### src/rtl/filt_pkg.sv
// Shared definitions for the FIR ring-reader: bank selects, default widths,
// FSM encoding and the ring address helper.
package filt_pkg;

  // Coefficient bank selects (upper two bits of coef_addr)
  localparam logic [1:0] FILT_SEL_LPF = 2'b00;
  localparam logic [1:0] FILT_SEL_HPF = 2'b01;
  localparam logic [1:0] FILT_SEL_BPF = 2'b10;

  // Default geometry
  localparam int unsigned FILT_M         = 211;
  localparam int unsigned FILT_ADDR_SIZE = 8;
  localparam int unsigned FILT_DATA_SIZE = 16;
  localparam int unsigned FILT_COEF_SIZE = 32;
  localparam int unsigned FILT_COEF_FRAC = 30;
  localparam int unsigned FILT_ACC_SIZE  = 57;

  typedef enum logic [1:0] {
    StIdle,
    StRun,
    StDrain,
    StOut
  } fir_state_e;

endpackage

### src/rtl/fir_mac_pipe.sv
// Three-stage multiply-accumulate pipe with final rescale and saturation.
// Stage 1: BRAM q valid; stage 2: registered product; stage 3: accumulator.
module fir_mac_pipe #(
  parameter int unsigned DATA_SIZE = 16,
  parameter int unsigned COEF_SIZE = 32,
  parameter int unsigned COEF_FRAC = 30,
  parameter int unsigned ACC_SIZE  = 57
) (
  input  logic                 clk,
  input  logic                 rst,
  input  logic                 clear,
  input  logic                 tap_vld,
  input  logic                 dc_remove,
  input  logic [DATA_SIZE-1:0] xant_q,
  input  logic [COEF_SIZE-1:0] coef_q,
  output logic [DATA_SIZE-1:0] y_sat
);

  localparam int unsigned PROD_W = DATA_SIZE + 1 + COEF_SIZE;

  // Mid-scale offset in the sample and accumulator domains
  localparam logic signed [DATA_SIZE:0] SampleMid = {2'b01, {(DATA_SIZE - 1){1'b0}}};
  localparam logic signed [ACC_SIZE-1:0] AccMid =
      {{(ACC_SIZE - DATA_SIZE){1'b0}}, 1'b1, {(DATA_SIZE - 1){1'b0}}};
  localparam logic signed [ACC_SIZE-1:0] AccFull =
      {{(ACC_SIZE - DATA_SIZE){1'b0}}, {DATA_SIZE{1'b1}}};

  logic                       v1_q;
  logic                       v2_q;
  logic signed [PROD_W-1:0]   p_q;
  logic signed [ACC_SIZE-1:0] acc_q;

  logic signed [DATA_SIZE:0]    s_val;
  logic signed [COEF_SIZE-1:0]  c_val;
  logic signed [PROD_W-1:0]     p_d;
  logic signed [ACC_SIZE-1:0]   y_shift;
  logic signed [ACC_SIZE-1:0]   y_off;

  // Signed sample conversion and product for the tap currently on the BRAM outputs
  always_comb begin
    s_val = $signed({1'b0, xant_q});
    if (dc_remove) begin
      s_val = s_val - SampleMid;
    end
    c_val = $signed(coef_q);
    p_d   = s_val * c_val;
  end

  // Valid bits, product register and accumulator
  always_ff @(posedge clk or posedge rst) begin
    if (rst) begin
      v1_q  <= 1'b0;
      v2_q  <= 1'b0;
      p_q   <= '0;
      acc_q <= '0;
    end else if (clear) begin
      v1_q  <= 1'b0;
      v2_q  <= 1'b0;
      p_q   <= '0;
      acc_q <= '0;
    end else begin
      v1_q <= tap_vld;
      v2_q <= v1_q;
      p_q  <= p_d;
      if (v2_q) begin
        acc_q <= acc_q + {{(ACC_SIZE - PROD_W){p_q[PROD_W-1]}}, p_q};
      end
    end
  end

  // Rescale (floor shift), restore offset, clamp to the unsigned output range
  always_comb begin
    y_shift = acc_q >>> COEF_FRAC;
    y_off   = dc_remove ? (y_shift + AccMid) : y_shift;
    if (y_off[ACC_SIZE-1]) begin
      y_sat = '0;
    end else if (y_off > AccFull) begin
      y_sat = {DATA_SIZE{1'b1}};
    end else begin
      y_sat = y_off[DATA_SIZE-1:0];
    end
  end

endmodule

### src/rtl/fir_ring_reader.sv
// FIR engine reading the sample ring newest-first; drives the xant and
// coefficient BRAMs, accumulates M taps and reports one filtered sample.
module fir_ring_reader
  import filt_pkg::*;
#(
  parameter int unsigned M         = FILT_M,
  parameter int unsigned ADDR_SIZE = FILT_ADDR_SIZE,
  parameter int unsigned DATA_SIZE = FILT_DATA_SIZE,
  parameter int unsigned COEF_SIZE = FILT_COEF_SIZE,
  parameter int unsigned COEF_FRAC = FILT_COEF_FRAC,
  parameter int unsigned ACC_SIZE  = FILT_ACC_SIZE
) (
  input  logic                   clk,
  input  logic                   rst,
  input  logic                   start,
  input  logic [ADDR_SIZE-1:0]   head_addr,
  input  logic [1:0]             coef_sel,
  input  logic                   dc_remove,
  output logic [ADDR_SIZE-1:0]   xant_addr,
  output logic                   xant_ce,
  input  logic [DATA_SIZE-1:0]   xant_q,
  output logic [ADDR_SIZE+1:0]   coef_addr,
  output logic                   coef_ce,
  input  logic [COEF_SIZE-1:0]   coef_q,
  output logic                   busy,
  output logic                   done,
  output logic [DATA_SIZE-1:0]   result
);

  localparam logic [ADDR_SIZE-1:0] MAddr    = ADDR_SIZE'(M);
  localparam logic [ADDR_SIZE-1:0] LastTap  = ADDR_SIZE'(M - 1);
  localparam logic [1:0]           DrainEnd = 2'd2;

  fir_state_e             state_q;
  logic [ADDR_SIZE-1:0]   k_q;
  logic [ADDR_SIZE-1:0]   head_l;
  logic [1:0]             sel_l;
  logic                   dc_l;
  logic [1:0]             drain_q;

  logic                   start_acc;
  logic [ADDR_SIZE-1:0]   head_in;
  logic [ADDR_SIZE-1:0]   k_nxt;
  logic [ADDR_SIZE-1:0]   addr_nxt;
  logic [DATA_SIZE-1:0]   y_sat;

  // Start acceptance, head sanitising and next ring address (wraps modulo M)
  always_comb begin
    start_acc = (state_q == StIdle) && start;
    head_in   = (head_addr >= MAddr) ? '0 : head_addr;
    k_nxt     = k_q + ADDR_SIZE'(1);
    // Modular arithmetic in ADDR_SIZE bits gives the right answer as long as
    // the true address fits, which it always does.
    addr_nxt  = (head_l >= k_nxt) ? (head_l - k_nxt) : (head_l - k_nxt + MAddr);
  end

  // Control FSM with registered BRAM controls, busy, done and result
  always_ff @(posedge clk or posedge rst) begin
    if (rst) begin
      state_q   <= StIdle;
      k_q       <= '0;
      head_l    <= '0;
      sel_l     <= '0;
      dc_l      <= 1'b0;
      drain_q   <= '0;
      xant_addr <= '0;
      xant_ce   <= 1'b0;
      coef_addr <= '0;
      coef_ce   <= 1'b0;
      busy      <= 1'b0;
      done      <= 1'b0;
      result    <= '0;
    end else begin
      unique case (state_q)
        StIdle: begin
          done <= 1'b0;
          if (start) begin
            head_l    <= head_in;
            sel_l     <= coef_sel;
            dc_l      <= dc_remove;
            k_q       <= '0;
            xant_addr <= head_in;
            coef_addr <= {coef_sel, {ADDR_SIZE{1'b0}}};
            xant_ce   <= 1'b1;
            coef_ce   <= 1'b1;
            busy      <= 1'b1;
            state_q   <= StRun;
          end
        end
        StRun: begin
          if (k_q == LastTap) begin
            xant_ce <= 1'b0;
            coef_ce <= 1'b0;
            drain_q <= '0;
            state_q <= StDrain;
          end else begin
            k_q       <= k_nxt;
            xant_addr <= addr_nxt;
            coef_addr <= {sel_l, k_nxt};
          end
        end
        StDrain: begin
          // Last product lands in the accumulator during the final drain cycle
          if (drain_q == DrainEnd) begin
            result  <= y_sat;
            done    <= 1'b1;
            state_q <= StOut;
          end else begin
            drain_q <= drain_q + 2'd1;
          end
        end
        StOut: begin
          done    <= 1'b0;
          busy    <= 1'b0;
          state_q <= StIdle;
        end
        default: begin
          state_q <= StIdle;
        end
      endcase
    end
  end

  fir_mac_pipe #(
    .DATA_SIZE (DATA_SIZE),
    .COEF_SIZE (COEF_SIZE),
    .COEF_FRAC (COEF_FRAC),
    .ACC_SIZE  (ACC_SIZE)
  ) u_mac (
    .clk       (clk),
    .rst       (rst),
    .clear     (start_acc),
    .tap_vld   (xant_ce),
    .dc_remove (dc_l),
    .xant_q    (xant_q),
    .coef_q    (coef_q),
    .y_sat     (y_sat)
  );

endmodule

### config.mk
export PLATFORM = sky130hd
export DESIGN_NAME = fir_ring_reader
export DESIGN_NICKNAME = d
export VERILOG_FILES = /design/src/rtl/filt_pkg.sv /design/src/rtl/fir_mac_pipe.sv /design/src/rtl/fir_ring_reader.sv
export SDC_FILE = /design/constraint.sdc
export NUM_CORES = 2
export LEC_CHECK = 0
export BUFFER_PORTS_ARGS = -buffer_cell sky130_fd_sc_hd__buf_2
export CAP_MARGIN = 30
export CORE_ASPECT_RATIO = 0.75
export CORE_MARGIN = 5
export CORE_UTILIZATION = 60
export DETAILED_ROUTE_END_ITERATION = 7
export PLACE_DENSITY = 0.77
export REMOVE_ABC_BUFFERS = 1
export SYNTH_ARGS = -nofsm -noshare
export SYNTH_HDL_FRONTEND = slang
export SYNTH_SLANG_ARGS = --single-unit
### constraint.sdc
create_clock -name clk -period 7.6 [get_ports clk]
set_input_delay 0.38 -clock clk [delete_from_list [all_inputs] [get_ports clk]]
set_output_delay 0.38 -clock clk [all_outputs]
set_load 0.005 [all_outputs]
==> results.txt <==
Post-synth top flop = sky130_fd_sc_hd__dfrtp_1
max_cap viols = 0
Port-buffer cells = 99
post-synthesis area per instance = 8.85 um2
combinational family with the most area after synthesis = adder cells
global route total overflow = 0
CP max FO = 18
number of antenna violations at the first check in global routing = 0
number of storage elements in the synthesis netlist = 160
ANT cells = 0
synthesized-area fraction occupied by and/or/nand/nor cells = 16.5%
Final Max Tran Viols = 0
TritonCTS clock tree = yes
routed length per placed instance = 18.6 um
Total Neg Setup Slack = 0 ps
slew at the pin closest to its max-slew limit = 1020 ps
startpoint kind of the worst setup timing path = flip-flop
dpl cell area = 29,600 um2
Final #Nets = 4,014
WL final = 72,600 um
length of the first detailed-routing pass in iterations = 6
Routability Congestion = 0.907
Final Setup Violations = 0
H-tree depth = 4
crit end category = flip-flop
post-synthesis share of cell area spent on full adders, half adders and majority gates = 44.7%
share of synthesized flip-flops with an asynchronous set or reset = 100%
maximum root-to-sink buffer count = 2
Clock Skew = 8.42 ps
Worst Path Class, Setup = flip-flop to flip-flop
post-CTS setup buffer count = 0
Place WS = 95.7 ps
first-pass GRT wire length = 121,000 um
Detail Route Antenna Nets = 0
Synth warnings = 0
vias in the first global route = 23,251
register area share after synthesis = 13.9%
compound-gate portion of the synthesized area = 9.89%
largest net degree at the start of global routing = 79
multi-input logic area = 21,800 um2
achievable clock frequency = 138 MHz
final clock period utilization by the worst path = 95.0%
insertion delay to the later sink of the worst-skew pair = 430 ps
half-perimeter wire length after placement = 56,300 um
I/O Pins = 100
final-report hold violation count = 0
total CTS buffers = 17
cells after synthesis = 3,245
number of remaining DRC errors = 0
Synth Area in XOR/XNOR = 3.33%
detailed-route vias per instance = 5.64
floorplan die area = 52,400 um2
Slew HR = 31.5%
number of DRC markers in iteration 0 = 1,899
final design area excluding fillers = 30,200 um2
Data arrival, critical path = 7530 ps
die height = 199 um
distinct cell type count of the synthesized netlist = 77
time the worst path needs with I/O delays and setup = 7220 ps
data required time at the worst endpoint = 7910 ps
count of flip-flops with a built-in enable after synthesis = 0
setup repair after global routing missed its margin = false
count of vias placed by the detailed router = 21,965
most frequent standard cell in the layout excluding fill and tap cells = sky130_fd_sc_hd__inv_1
number of sinks on the clock net = 160
mux cell area share after synthesis = 1.46%
starting density of the core = 60.7%
Site Rows = 69
clock transition at the registers of the reported paths = 60 ps
die width = 263 um
type of the tightest min-delay check = input port to asynchronous set/reset pin
area of the mapped netlist = 28,700 um2
cell at the root of the clock tree = sky130_fd_sc_hd__clkbuf_16
fraction of final layout cells sized beyond drive strength 1 = 5.53%
flip-flop and latch area = 4010 um2
commonest cells after routing, fill and taps aside = sky130_fd_sc_hd__inv_1, sky130_fd_sc_hd__fa_1, sky130_fd_sc_hd__nand2_1
Worst Slack Setup Final = 378 ps
Layout area overhead = 5.26%
outcome = finished clean
core region area = 47,300 um2
gr usage total = 28.4%
count of filler cells inserted in the layout = 3,934
[final cells by class]
| class | instances | area share (%) |
|---|---|---|
| tap | 639 | 2.65 |
| timing repair buffer | 120 | 2.23 |
| inverter | 633 | 7.88 |
| clock buffer | 18 | 1.45 |
| clock inverter | 14 | 0.472 |
| sequential | 160 | 13.3 |
| multi-input combinational | 2308 | 72.1 |
[per-stage QoR]
stage               hold WS (ps)  utilization, %  cells
floorplan                    428               -   3101
global placement             435            62.6   3859
detailed placement           441            62.6   3860
CTS                         67.2            63.9   3892
global route                 112            63.9   3892
finish                      56.9            63.9   3892
[final timing paths]
path / cells past startpoint / slack [ps] / start / endpoint
max in group asynchronous: 4 / 6410 / rst / u_mac.v2_q
worst max-delay path: 22 / 380 / dc_l / u_mac.p_q[45]
worst min-delay path: 2 / 60 / rst / u_mac.acc_q[3]
worst max register to register: 22 / 380 / dc_l / u_mac.p_q[45]
worst min register to register: 1 / 450 / u_mac.v1_q / u_mac.v2_q
min in group clk: 3 / 150 / dc_remove / dc_l
[state kept, by name, summed over array words and instances (netlist names), 2 cells and up]
signal       cells
u_mac.acc_q     57
u_mac.p_q       49
result          16
coef_addr       10
head_l           8
xant_addr        8
drain_q          2
sel_l            2
state_q          2
[per-layer routing]
| layer | part of all wire, % | vias up | global-route usage, % |
|---|---|---|---|
| met3 | 11 | 115 | 7.46 |
| met5 | 0 | - | 0 |
| li1 | - | 10012 | - |
| met1 | 44 | 10772 | 41.1 |
| met4 | 2.0 | 0 | 6.74 |
| met2 | 43 | 1066 | 43.6 |
[Yosys cell counts, types with 18 or more instances]
master	n	area [um2]
sky130_fd_sc_hd__nor2_1	181	679
sky130_fd_sc_hd__a211oi_1	21	158
sky130_fd_sc_hd__a21o_1	60	450
sky130_fd_sc_hd__nor3_1	29	145
sky130_fd_sc_hd__fa_1	523	10500
sky130_fd_sc_hd__nand2_1	456	1710
sky130_fd_sc_hd__dfrtp_1	160	4000
sky130_fd_sc_hd__a21oi_1	116	581
sky130_fd_sc_hd__nand3_1	29	145
sky130_fd_sc_hd__ha_1	189	2360
sky130_fd_sc_hd__mux2i_1	42	420
sky130_fd_sc_hd__nand4_1	18	113
sky130_fd_sc_hd__nor2b_1	40	250
sky130_fd_sc_hd__and2_1	187	1170
sky130_fd_sc_hd__clkbuf_1	133	499
sky130_fd_sc_hd__o21ai_0	95	475
sky130_fd_sc_hd__xor2_1	40	350
sky130_fd_sc_hd__and3_1	23	144
sky130_fd_sc_hd__xnor2_1	69	604
sky130_fd_sc_hd__inv_1	631	2370
sky130_fd_sc_hd__nand2b_1	22	138
[kinds of logic (layout without fill, tap and decap cells)]
| family | count (synthesis) | count (layout) |
|---|---|---|
| compound gates | 430 | 430 |
| mux | 42 | 42 |
| xor+xnor | 109 | 109 |
| buf+inv | 777 | 785 |
| fa+ha+maj | 712 | 712 |
| flops | 160 | 160 |
| simple gates | 1015 | 1015 |
[timing repair]
action,in CTS,in global routing
gates resized for setup,0,1
hold buffers,0,0
setup endpoints to repair,0,4
[worst max-delay path: stages, from the launching register on]
cell                       delay (ps)
sky130_fd_sc_hd__dfrtp_1          420
sky130_fd_sc_hd__ha_2             280
sky130_fd_sc_hd__inv_2            440
sky130_fd_sc_hd__nor2_1           140
sky130_fd_sc_hd__fa_1             530
sky130_fd_sc_hd__fa_1             440
sky130_fd_sc_hd__fa_1             530
sky130_fd_sc_hd__fa_1             530
sky130_fd_sc_hd__fa_1             540
sky130_fd_sc_hd__inv_1             50
sky130_fd_sc_hd__fa_1             580
sky130_fd_sc_hd__inv_1             60
sky130_fd_sc_hd__ha_1             390
sky130_fd_sc_hd__a21o_1           190
sky130_fd_sc_hd__a21o_1           170
sky130_fd_sc_hd__a21o_1           170
sky130_fd_sc_hd__a311oi_1         400
sky130_fd_sc_hd__o21ai_0          150
sky130_fd_sc_hd__a31oi_1          340
sky130_fd_sc_hd__o31ai_2          160
sky130_fd_sc_hd__a311oi_1         350
sky130_fd_sc_hd__or4_1            170
sky130_fd_sc_hd__nand2_1           50
Power is left out: the tool's default activity adds up to more than one toggle a clock period on the data nets, which glitch-free logic cannot reach.
